==> src/rtl/riscv_pkg.sv <==
`default_nettype none
// riscv_pkg: fetch-path types and constants shared by the fetch buffer.
// Rev 1.0
package riscv_pkg;

  localparam int unsigned XLEN = 32;
  localparam logic [XLEN-1:0] NOP_INST = 32'h0000_0013;

  typedef struct packed {
    logic [XLEN-1:0] pc;
    logic [XLEN-1:0] pc_plus4;
    logic [XLEN-1:0] instruction;
  } fetch_entry_t;

  typedef enum logic [0:0] {
    ST_RUN    = 1'b0,
    ST_SQUASH = 1'b1
  } squash_state_e;

  // Reset image of a storage slot: a NOP at pc 0 that is harmless if consumed.
  function automatic fetch_entry_t fetch_reset_entry();
    fetch_entry_t e;
    e.pc          = '0;
    e.pc_plus4    = XLEN'(4);
    e.instruction = NOP_INST;
    return e;
  endfunction

endpackage
`default_nettype wire

==> src/rtl/fetch_fifo.sv <==
`default_nettype none
// fetch_fifo: DEPTH-entry register FIFO of fetch_entry_t with synchronous clear.
// Rev 1.0
module fetch_fifo
  import riscv_pkg::*;
#(
  parameter int unsigned DEPTH = 4
) (
  input  logic                     clk,
  input  logic                     rst_n,
  input  logic                     clr_i,
  input  logic                     push_i,
  input  logic                     pop_i,
  input  fetch_entry_t             wr_entry_i,
  output fetch_entry_t             rd_entry_o,
  output logic [$clog2(DEPTH):0]   count_o
);

  localparam int unsigned PTR_W = $clog2(DEPTH);

  fetch_entry_t     mem_q [DEPTH];
  logic [PTR_W-1:0] wr_ptr_q, wr_ptr_d;
  logic [PTR_W-1:0] rd_ptr_q, rd_ptr_d;
  logic [PTR_W:0]   count_q, count_d;
  logic             rd_en;
  logic             wr_en;

  assign rd_en = pop_i & (count_q != '0);
  // A write into a full FIFO is only legal when the head leaves in the same cycle.
  assign wr_en = push_i & ((count_q != (PTR_W+1)'(DEPTH)) | rd_en);

  always_comb begin
    count_d  = count_q;
    wr_ptr_d = wr_ptr_q;
    rd_ptr_d = rd_ptr_q;
    if (clr_i) begin
      count_d  = '0;
      wr_ptr_d = '0;
      rd_ptr_d = '0;
    end else begin
      if (wr_en) wr_ptr_d = wr_ptr_q + PTR_W'(1);
      if (rd_en) rd_ptr_d = rd_ptr_q + PTR_W'(1);
      case ({wr_en, rd_en})
        2'b10:   count_d = count_q + (PTR_W+1)'(1);
        2'b01:   count_d = count_q - (PTR_W+1)'(1);
        default: count_d = count_q;
      endcase
    end
  end

  always_ff @(posedge clk or negedge rst_n) begin
    if (!rst_n) begin
      count_q  <= '0;
      wr_ptr_q <= '0;
      rd_ptr_q <= '0;
    end else begin
      count_q  <= count_d;
      wr_ptr_q <= wr_ptr_d;
      rd_ptr_q <= rd_ptr_d;
    end
  end

  always_ff @(posedge clk or negedge rst_n) begin
    if (!rst_n) begin
      for (int i = 0; i < int'(DEPTH); i++) mem_q[i] <= fetch_reset_entry();
    end else if (wr_en && !clr_i) begin
      mem_q[wr_ptr_q] <= wr_entry_i;
    end
  end

  assign rd_entry_o = mem_q[rd_ptr_q];
  assign count_o    = count_q;

endmodule
`default_nettype wire

==> src/rtl/if_fetch_buffer.sv <==
`default_nettype none
// if_fetch_buffer: IF2 -> IF/ID decoupling buffer with credit throttle and redirect squash.
// Rev 1.0
module if_fetch_buffer
  import riscv_pkg::*;
#(
  parameter int unsigned DATA_WIDTH = 32,  // must equal riscv_pkg::XLEN
  parameter int unsigned DEPTH      = 4
) (
  input  logic                  clk,
  input  logic                  rst_n,
  input  logic                  flush_i,
  input  logic                  valid_i,
  input  logic [DATA_WIDTH-1:0] pc_i,
  input  logic [DATA_WIDTH-1:0] pc_plus4_i,
  input  logic [DATA_WIDTH-1:0] instruction_i,
  output logic                  fetch_en_o,
  output logic                  valid_o,
  input  logic                  ready_i,
  output logic [DATA_WIDTH-1:0] pc_o,
  output logic [DATA_WIDTH-1:0] pc_plus4_o,
  output logic [DATA_WIDTH-1:0] instruction_o
);

  localparam int unsigned CNT_W = $clog2(DEPTH) + 1;

  squash_state_e    state_q, state_d;
  logic             push;
  logic             pop;
  logic [CNT_W-1:0] count;
  logic [CNT_W:0]   credit_sum;
  fetch_entry_t     wr_entry;
  fetch_entry_t     head;

  always_ff @(posedge clk or negedge rst_n) begin
    if (!rst_n) state_q <= ST_RUN;
    else        state_q <= state_d;
  end

  // SQUASH covers the cycle after a redirect, when IF2 returns the wrong-path fetch.
  always_comb begin
    state_d = state_q;
    push    = 1'b0;
    case (state_q)
      ST_RUN: begin
        push = valid_i & ~flush_i;
        if (flush_i) state_d = ST_SQUASH;
      end
      ST_SQUASH: begin
        if (!flush_i) state_d = ST_RUN;
      end
      default: state_d = ST_RUN;
    endcase
  end

  assign pop = valid_o & ready_i & ~flush_i;

  assign wr_entry.pc          = pc_i;
  assign wr_entry.pc_plus4    = pc_plus4_i;
  assign wr_entry.instruction = instruction_i;

  fetch_fifo #(
    .DEPTH (DEPTH)
  ) u_fifo (
    .clk        (clk),
    .rst_n      (rst_n),
    .clr_i      (flush_i),
    .push_i     (push),
    .pop_i      (pop),
    .wr_entry_i (wr_entry),
    .rd_entry_o (head),
    .count_o    (count)
  );

  // Registered count plus the in-flight IF2 fetch: no ready_i/flush_i path to IF1.
  assign credit_sum = {1'b0, count} + {{CNT_W{1'b0}}, valid_i};
  assign fetch_en_o = credit_sum < (CNT_W+1)'(DEPTH);

  assign valid_o       = (count != '0);
  assign pc_o          = head.pc;
  assign pc_plus4_o    = head.pc_plus4;
  assign instruction_o = head.instruction;

endmodule
`default_nettype wire

==> config.mk <==
export PLATFORM = sky130hd
export DESIGN_NAME = if_fetch_buffer
export DESIGN_NICKNAME = d
export VERILOG_FILES = /design/src/rtl/riscv_pkg.sv /design/src/rtl/fetch_fifo.sv /design/src/rtl/if_fetch_buffer.sv
export SDC_FILE = /design/constraint.sdc
export NUM_CORES = 1
export LEC_CHECK = 0
export BUFFER_PORTS_ARGS = -buffer_cell sky130_fd_sc_hd__buf_4
export CORE_MARGIN = 2
export CORE_UTILIZATION = 54
export CTS_CLUSTER_SIZE = 10
export DETAILED_ROUTE_END_ITERATION = 10
export MAX_ROUTING_LAYER = met4
export PLACE_DENSITY = 0.76
export SYNTH_ARGS = -nofsm -noshare
export SYNTH_HDL_FRONTEND = slang
export SYNTH_SLANG_ARGS = --single-unit
export TNS_END_PERCENT = 1
==> constraint.sdc <==
create_clock -name clk -period 2.25 [get_ports clk]
set_input_delay 0.45 -clock clk [delete_from_list [all_inputs] [get_ports clk]]
set_output_delay 0.45 -clock clk [all_outputs]
set_load 0.01 [all_outputs]
==> flow_metrics.py, run 1 <==
metrics = {
    "critical_path": {
        "start_kind": "flip-flop",
        "critPathLaunch": "u_fifo.rd_ptr_q[0]$_DFFE_PN0P_",
        "endpoint_kind": "primary output",
        "cpMaxStageDelayCell": "mux4_2",
        "timing.rr.end": "u_fifo.mem_q[254]$_DFFE_PN0P_",
        "reg2reg_slack_ps": 210,
        "arrival_ps": 2050,
        "reg2reg_depth": 6,
        "crit_end": "pc_o[17]",
        "cp_slowest_stage_delay_ps": 530,
        "crit_fanout": 13,
        "worstPathRequired_ps": 1800,
        "regToRegStartpoint": "u_fifo.count_o[1]$_DFFE_PN0P_",
        "worst-setup-path-type": "reg2out",
        "path_cells": "buf_16, buf_12, mux4_2, buf_6",
    },
    "yosys": {
        "avgSynthCellArea_um2": 17.28,
        "synth_top_area_share_pct": 55.01,
        "synthTopCellsByCount": "384 x mux2_2, 376 x dfrtp_1, 96 x mux4_2, 26 x buf_2, 17 x clkbuf_1",
        "ys_seq_area_share_pct": 57.46,
        "synth.net_count": 1096,
        "async_flop_share_pct": 100.0,
        "synth-edff-count": 0,
        "syn_inst": 990,
        "yosysMostFrequentCell": "mux2_2",
        "synth_area_leaders": "dfrtp_1 55%, mux2_2 25%, mux4_2 13%",
        "ys.flop_type": "dfrtp_1",
        "yosys_warnings": 0,
        "ys_types": 34,
        "synth_area_um2": 17110,
        "yosysTopAreaCell": "dfrtp_1",
        "synth_seq_cells": 392,
    },
    "floorplanning": {
        "die_x_um": 182.0,
        "start_util_pct": 54.49,
        "rows": 65,
        "io_pins": 199,
        "die_h_um": 182.0,
        "dieArea_um2": 33120,
        "core_area_um2": 31390,
    },
    "route": {
        "firstDrtPassIters": 4,
        "viasPerCell": 5.781,
        "drt_iter0_drc": 467,
        "drt-total-wl_mm": 36.48,
        "drc": 0,
        "final_antenna_net_count": 0,
        "vias": 9626,
        "wl_per_cell_um": 21.91,
    },
    "finish": {
        "drive_above_1_share_pct": 64.45,
        "fin_nets": 1339,
        "stdcell_area_um2": 21040,
        "fillCellCount": 2185,
        "diodes": 0,
        "final_util_pct": 67.01,
        "syn2layout_area_growth_pct": 22.98,
    },
    "pwr": {
        "power_uw": 19470,
        "p_leak_uw": 0.009947,
        "p_per_area_nw_per_um2": 925.6,
        "vdd_drop_max_v": 0.0007167,
    },
    "timing": {
        "setup_violations": 96,
        "finalMaxSlewViolations": 0,
        "fin_ws_ps": -250.6,
        "rsz0062_at_grt": "yes",
        "relSlewSlack_pct": 59.81,
        "worst_hold_slack_ps": 147.1,
        "tightest_slew_ps": 602.9,
        "finalHoldViolCount": 0,
        "fin_crit_sh_pct": 111.1,
        "fin_worst_skew_ps": 12.77,
        "max_freq_mhz": 399.9,
        "layout_min_cycle_time_ps": 2501,
    },
    "run": {
        "cap_violations": 0,
    },
    "placement": {
        "dp_hpwl_mm": 22.89,
        "place_congestion": 0.7890,
        "place_area_um2": 19360,
        "io_buffer_count": 198,
    },
    "clock_tree": {
        "clockRootBuffer": "clkbuf_16",
        "clkSinkCount": 392,
        "path_clk_slew_ps": 60,
        "cts_max_level": 2,
        "clk_latency_ps": 530,
        "cts_inserted_buffers": 45,
        "cts_tree": "built",
        "cts_max_path_buffers": 3,
    },
    "global_routing": {
        "track_usage_pct": 23.18,
        "grt_pass1_vias": 10679,
        "grt_pass1_wl_mm": 58.46,
        "grt_remaining_overflow": 0,
        "antenna_found_initial": 0,
        "grt_max_degree": 66,
    },
    "min_path": {
        "hold_path_class": "in2reg",
    },
    "run_status": {
        "status": "complete, but fails checks",
        "violations": "setup timing",
    },
}
critical path: cells and delay by family, from the launching register on:
family   cells  cell delay, ps
mux          1             530
buf+inv      3             490
flops        1             490
worst min path at each step:
stage             from                       endpoint  slack [ps]  depth (start not counted)
2_1_floorplan    rst_n              state_q$_DFF_PN0_         150                          0
3_3_place_gp     rst_n  u_fifo.mem_q[199]$_DFFE_PN0P_         470                          1
3_5_place_dp     rst_n  u_fifo.mem_q[199]$_DFFE_PN0P_         470                          1
4_1_cts        flush_i              state_q$_DFF_PN0_         130                          1
5_1_grt        flush_i              state_q$_DFF_PN0_         130                          1
6_report       flush_i              state_q$_DFF_PN0_         150                          1
what timing repair did:
item / in CTS / in global routing
hold endpoints to repair: 49 / 0
pin swaps: 0 / 1
hold buffers: 1 / 0
setup buffers: 2 / 8
gates resized for setup: 28 / 24
cloned: 1 / 3
endpoints found under the setup margin: 96 / 97
report_power, final:
group / internal (µW) / switching [µW] / total [µW]
Clock: 3850 / 2710 / 6560
Combinational: 2700 / 1700 / 4400
Sequential: 8020 / 480 / 8500
cell type report:
type                       count  area, µm²  area share (%)
inverter                       5      18.77         0.08922
clock inverter                 2      16.27         0.07733
tap                          402      503.0           2.391
timing repair buffer         262       2516           11.96
sequential                   392       9838           46.77
multi-input combinational    527       6862           32.62
clock buffer                  75       1281           6.091
state kept, by name (all words and copies together), names as in the netlist:
signal,flops
u_fifo.wr_ptr_q,2
u_fifo.mem_q,384
state_q,1
u_fifo.rd_ptr_q,2
u_fifo.count_o,3
through the flow:
step	setup slack, ps	setup TNS, ps	instances
2_1_floorplan	116.4	0	990
3_3_place_gp	215.0	0	1573
3_5_place_dp	141.2	0	1573
4_1_cts	-326.1	-27340	1654
5_1_grt	-314.7	-27060	1665
6_report	-250.6	-20830	1665
routing by layer:
layer  GRT usage (%)  up-vias  share of wire, %
li1                -     4199                 -
met1           30.27     5165                42
met2           37.59      212                50
met3           5.515       50               6.0
met4           4.871        0               1.6
met5               -        -                 0
cells in the final DEF, fill, tap and decap left out, types with 2 or more instances in the layout:
cell type and n:
nor2_1 6, inv_1 5, buf_4 188, buf_12 21, buf_16 2, nor2b_1 4
xnor2_1 2, ha_1 4, buf_8 2, nand4_1 5, mux2_2 384, dfrtp_1 373
dfstp_2 16, mux2i_1 2, nand2_4 4, clkbuf_1 28, a31oi_1 2, mux4_2 96
buf_6 45, clkbuf_16 49, nand3_1 3, dfrtp_4 2
kinds of logic after synthesis:
group                    count (synthesis)  share of synthesized area, %
AO/OA/AOI/OAI                            9                        0.5048
XOR/XNOR                                 3                        0.1536
adder cells (fa/ha/maj)                  5                        0.4096
buffers and inverters                   71                         2.538
flip-flops                             392                         57.46
multiplexers                           482                         38.04
AND/OR/NAND/NOR                         28                        0.8924
Power figures use the tool's default switching activity.
==> inputs of run 2 (changes only) <==
SETUP_SLACK_MARGIN = 0.2   (was not set)
TNS_END_PERCENT = 30   (was 1)
==> run 2 against run 1 <==
Compared with the run above: the run still ends with setup timing left; sequential share of layout area decreased by 0.45 points; first-iteration DRC count decreased by 6.4%; global-route usage increased by 0.13 points; count of clock-buffer cells in the layout decreased by 5; sequential power about the same; combinational power increased by 5.2%; via count decreased by 0.34%; sequential cell count unchanged; worst setup slack got worse by 7.3 ps; critical endpoint is now pc_plus4_o[30]; largest cell class unchanged; largest power group unchanged.
==> flow_metrics.py, run 2 (synthesis results as in run 1) <==
metrics = {
    "run_status": {
        "status": "complete, but fails checks",
        "violations": "setup timing",
    },
    "pwr": {
        "p_leak_uw": 0.009993,
        "p_per_area_nw_per_um2": 926.9,
        "power_uw": 19690,
        "vdd_drop_max_v": 0.0006633,
    },
    "timing": {
        "setup_violations": 96,
        "fin_ws_ps": -257.9,
        "layout_min_cycle_time_ps": 2508,
        "tightest_slew_ps": 444.3,
        "tns_ps": -21590,
        "finalMaxSlewViolations": 0,
        "worst_hold_slack_ps": 133.1,
        "max_freq_mhz": 398.7,
        "finalHoldViolCount": 0,
        "fin_worst_skew_ps": 21.88,
        "fin_crit_sh_pct": 111.5,
        "rsz0062_at_grt": "yes",
        "relSlewSlack_pct": 70.38,
    },
    "finish": {
        "diodes": 0,
        "regMostFlops": "u_fifo.mem_q",
        "multi_input_area_um2": 6874,
        "fillCellCount": 2146,
        "final_cells": 1651,
        "stdcell_area_um2": 21240,
        "seqCellArea_um2": 9839,
        "largest_register_ffs": 384,
        "drive_above_1_share_pct": 64.93,
        "layout_commonest_cell": "mux2_2",
        "fin_nets": 1331,
        "final_cell_mix": "384 x mux2_2, 372 x dfrtp_1, 142 x buf_4",
        "syn2layout_area_growth_pct": 24.18,
    },
    "route": {
        "drc": 0,
        "drt-total-wl_mm": 36.62,
        "viasPerCell": 5.810,
        "vias": 9593,
        "final_antenna_net_count": 0,
        "firstDrtPassIters": 4,
        "drt_iter0_drc": 437,
        "wl_per_cell_um": 22.18,
    },
    "global_routing": {
        "antenna_found_initial": 0,
        "grt_max_degree": 62,
        "grt_pass1_vias": 10697,
        "track_usage_pct": 23.31,
        "grt_pass1_wl_mm": 58.89,
        "grt_remaining_overflow": 0,
    },
    "floorplanning": {
        "dieArea_um2": 33120,
        "core_area_um2": 31390,
        "rows": 65,
        "die_h_um": 182.0,
        "die_x_um": 182.0,
        "start_util_pct": 54.49,
        "io_pins": 199,
    },
    "min_path": {
        "hold_path_class": "in2reg",
    },
    "run": {
        "cap_violations": 0,
    },
    "clock_tree": {
        "path_clk_slew_ps": 50,
        "cts_inserted_buffers": 45,
        "clkSinkCount": 392,
        "cts_max_path_buffers": 3,
        "cts_max_level": 2,
        "cts_tree": "built",
        "clk_latency_ps": 540,
        "clockRootBuffer": "clkbuf_16",
    },
    "placement": {
        "dp_hpwl_mm": 21.91,
        "place_congestion": 0.7763,
        "dp.cells": 1564,
        "io_buffer_count": 198,
        "place_area_um2": 19310,
    },
    "critical_path": {
        "cp_slowest_stage_delay_ps": 520,
        "crit_fanout": 6,
        "start_kind": "flip-flop",
        "arrival_ps": 2060,
        "reg2reg_slack_ps": 270,
        "worstPathRequired_ps": 1800,
        "cpMaxStageDelayCell": "mux4_2",
        "worst-setup-path-type": "reg2out",
        "path_cells": "clkbuf_16, clkbuf_16, mux4_2, buf_6",
        "endpoint_kind": "primary output",
        "cp_common_cell": "clkbuf_16",
    },
}
## run 2: changes by cell type in the layout (fill, tap and decap cells not counted), moves of 2 or more
cell       before  now
clkbuf_16      49   53
clkbuf_8        0    2
buf_6          45   75
buf_4         188  142
buf_16          2    7
clkbuf_1       28   21
## run 2: final cells by class
cell class / instances / share of cell area [%]
clock buffers: 70 / 6.038
clock inverters: 1 / 0.04123
inverters: 5 / 0.08836
multi-input cells: 527 / 32.36
flip-flops and latches: 392 / 46.32
well taps: 402 / 2.368
repair buffers: 254 / 12.78
## run 2: where the power goes
group	internal, µW	total, µW	switching (µW)
clock network	3870	6540	2670
registers	8030	8520	492
logic	2870	4630	1760
total	14800	19700	4920
## run 2: final timing paths
check                                           endpoint  cells after the start                      startpoint
setup / recovery                          pc_plus4_o[30]                      4  u_fifo.rd_ptr_q[0]$_DFFE_PN0P_
hold / removal                         state_q$_DFF_PN0_                      1                         flush_i
setup reg to reg           u_fifo.mem_q[124]$_DFFE_PN0P_                      6   u_fifo.count_o[1]$_DFFE_PN0P_
hold reg to reg            u_fifo.mem_q[178]$_DFFE_PN0P_                      1   u_fifo.mem_q[178]$_DFFE_PN0P_
max in group asynchronous  u_fifo.mem_q[236]$_DFFE_PN0P_                      4                           rst_n
min in group asynchronous    u_fifo.mem_q[8]$_DFFE_PN0P_                      2                           rst_n
## run 2: repair_timing
action                     CTS  global route
setup buffers                6             0
pin swaps                    0             1
hold buffers                 1             0
resized for setup           56            33
gates cloned                 3             6
setup endpoints to repair   98            98
hold endpoints to repair    24             0
## run 2: metrics by stage
step           setup slack, ps  util, %
3_5_place_dp             208.8    61.53
4_1_cts                 -269.8    66.76
3_3_place_gp             214.2    61.53
6_report                -257.9    67.66
5_1_grt                 -305.4    67.66
2_1_floorplan            160.2        -
## run 2: per-layer routing
metal  vias up  wire, µm  GRT usage [%]
met2       213     18020          37.30
li1       4191         -              -
met4         0       599          5.032
met5         -         0              -
met3        51      1810          4.593
met1      5138     16190          31.50
## run 2: worst max-delay path: cells and delay by family, from the launching register on
family | cells | cell delay [ps]
buf+inv | 3 | 500
mux | 1 | 520
flops | 1 | 500
==> inputs of run 3 (changes only) <==
clock period = 2.61 ns   (was 2.25 ns; I/O delays follow)
==> run 3 against run 2 <==
Compared with the run above: the run now ends clean; cell area rose by 0.58%; sequential cell count did not move; clock skew fell by 8.6 ps; register-to-register slack improved by 150 ps; highest routed layer unchanged.
==> flow_metrics.py, run 3 (synthesis results as in run 1) <==
metrics = {
    "clock_tree": {
        "cts_inserted_buffers": 45,
        "clkSinkCount": 392,
        "clk_latency_ps": 540,
        "cts_tree": "built",
        "cts_max_path_buffers": 3,
        "path_clk_slew_ps": 60,
        "cts_max_level": 2,
        "clockRootBuffer": "clkbuf_16",
    },
    "global_routing": {
        "grt_pass1_wl_mm": 59.75,
        "antenna_found_initial": 1,
        "grt_max_degree": 75,
        "track_usage_pct": 23.93,
        "grt_remaining_overflow": 0,
        "grt_pass1_vias": 10612,
    },
    "route": {
        "viasPerCell": 5.756,
        "drc": 0,
        "drt_iter0_drc": 467,
        "wl_per_cell_um": 22.27,
        "final_antenna_net_count": 0,
        "drt-total-wl_mm": 37.08,
        "firstDrtPassIters": 4,
        "vias": 9583,
    },
    "critical_path": {
        "arrival_ps": 2070,
        "worstPathRequired_ps": 2090,
        "start_kind": "flip-flop",
        "worst-setup-path-type": "reg2out",
        "crit_fanout": 5,
        "endpoint_kind": "primary output",
    },
    "run": {
        "cap_violations": 0,
    },
    "run_status": {
        "status": "complete, no violations",
    },
    "finish": {
        "layout_commonest_cell": "mux2_2",
        "largest_register_ffs": 384,
        "regMostFlops": "u_fifo.mem_q",
        "fillCellCount": 2106,
        "fin_nets": 1335,
        "final_cells": 1665,
        "syn2layout_area_growth_pct": 24.90,
        "stdcell_area_um2": 21360,
        "final_cell_mix": "384 x mux2_2, 374 x dfrtp_1, 139 x buf_4",
        "drive_above_1_share_pct": 64.23,
    },
    "placement": {
        "place_congestion": 0.7433,
        "dp.cells": 1565,
        "place_area_um2": 19280,
        "dp_slack_ps": 422.3,
        "dp_hpwl_mm": 22.63,
        "io_buffer_count": 198,
    },
    "pwr": {
        "p_leak_uw": 0.01005,
        "power_uw": 17120,
        "vdd_drop_max_v": 0.0006525,
        "p_per_area_nw_per_um2": 801.1,
    },
    "timing": {
        "max_freq_mhz": 385.4,
        "tns_ps": 0,
        "fin_crit_sh_pct": 99.41,
        "fin_worst_skew_ps": 13.28,
        "relSlewSlack_pct": 64.82,
        "finalHoldViolCount": 0,
        "fin_ws_ps": 15.32,
        "setup_violations": 0,
        "layout_min_cycle_time_ps": 2595,
        "tightest_slew_ps": 527.7,
        "finalMaxSlewViolations": 0,
        "rsz0062_at_grt": "yes",
    },
    "floorplanning": {
        "start_util_pct": 54.49,
        "io_pins": 199,
        "die_x_um": 182.0,
        "die_h_um": 182.0,
        "dieArea_um2": 33120,
        "core_area_um2": 31390,
        "rows": 65,
    },
    "min_path": {
        "hold_path_class": "in2reg",
    },
}
-- run 3: cell count changes in the layout (fill, tap and decap cells not counted), moves of 3 or more --
cell and change:
buf_12 +3, buf_16 +5, buf_4 -3, buf_6 +4, clkbuf_1 +8, clkbuf_16 -6
-- run 3: power by group --
part           switching, µW  leakage (µW)  internal [µW]
Clock                   2350      0.000628           3350
Sequential               401       0.00512           6920
Combinational           1580       0.00430           2520
Total                   4330        0.0100          12800
-- run 3: per-layer routing --
layer | part of all wire [%] | global-route usage (%)
met5 | 0 | -
met4 | 2.2 | 5.258
met3 | 6.4 | 5.696
met2 | 48 | 37.84
met1 | 43 | 32.04
-- run 3: layout make-up --
type	instances	area [µm²]	area share (%)
antenna	2	5.005	0.02343
clock buffer	75	1249	5.845
clock inverter	4	71.32	0.3338
inverter	5	18.77	0.08785
multi-input combinational	527	6862	32.12
sequential	392	9837	46.04
tap	402	503.0	2.354
timing repair buffer	258	2819	13.19
-- run 3: what timing repair did --
action | CTS | global route
endpoints found under the setup margin | 96 | 96
setup buffers | 6 | 0
gates cloned | 10 | 2
hold buffers | 1 | 0
hold endpoints to repair | 49 | 0
resized for setup | 93 | 1
-- run 3: critical path, stage by stage, from the launching register on --
cell,delay (ps)
dfrtp_4,490
buf_12,150
buf_12,140
buf_16,150
mux4_2,460
buf_6,140
-- run 3: through the flow --
stage                     hold slack [ps]  utilization (%)
after CTS                           181.9            67.87
final                               207.5            68.05
after floorplan                     226.4                -
after global placement              480.9            61.43
after detailed placement            488.1            61.43
after global routing                193.2            68.05
-- run 3: path summary, 6_finish.rpt --
kind / cells past startpoint / endpoint / from / slack [ps]
setup / recovery: 5 / pc_plus4_o[25] / u_fifo.rd_ptr_q[0]$_DFFE_PN0P_ / 20
hold / removal: 1 / state_q$_DFF_PN0_ / flush_i / 210
setup reg to reg: 6 / u_fifo.mem_q[128]$_DFFE_PN0P_ / u_fifo.count_o[1]$_DFFE_PN0P_ / 420
hold reg to reg: 1 / u_fifo.mem_q[141]$_DFFE_PN0P_ / u_fifo.mem_q[141]$_DFFE_PN0P_ / 500
max in group asynchronous: 4 / u_fifo.count_o[0]$_DFFE_PN0P_ / rst_n / 1220
min in group asynchronous: 2 / u_fifo.mem_q[295]$_DFFE_PN0P_ / rst_n / 540
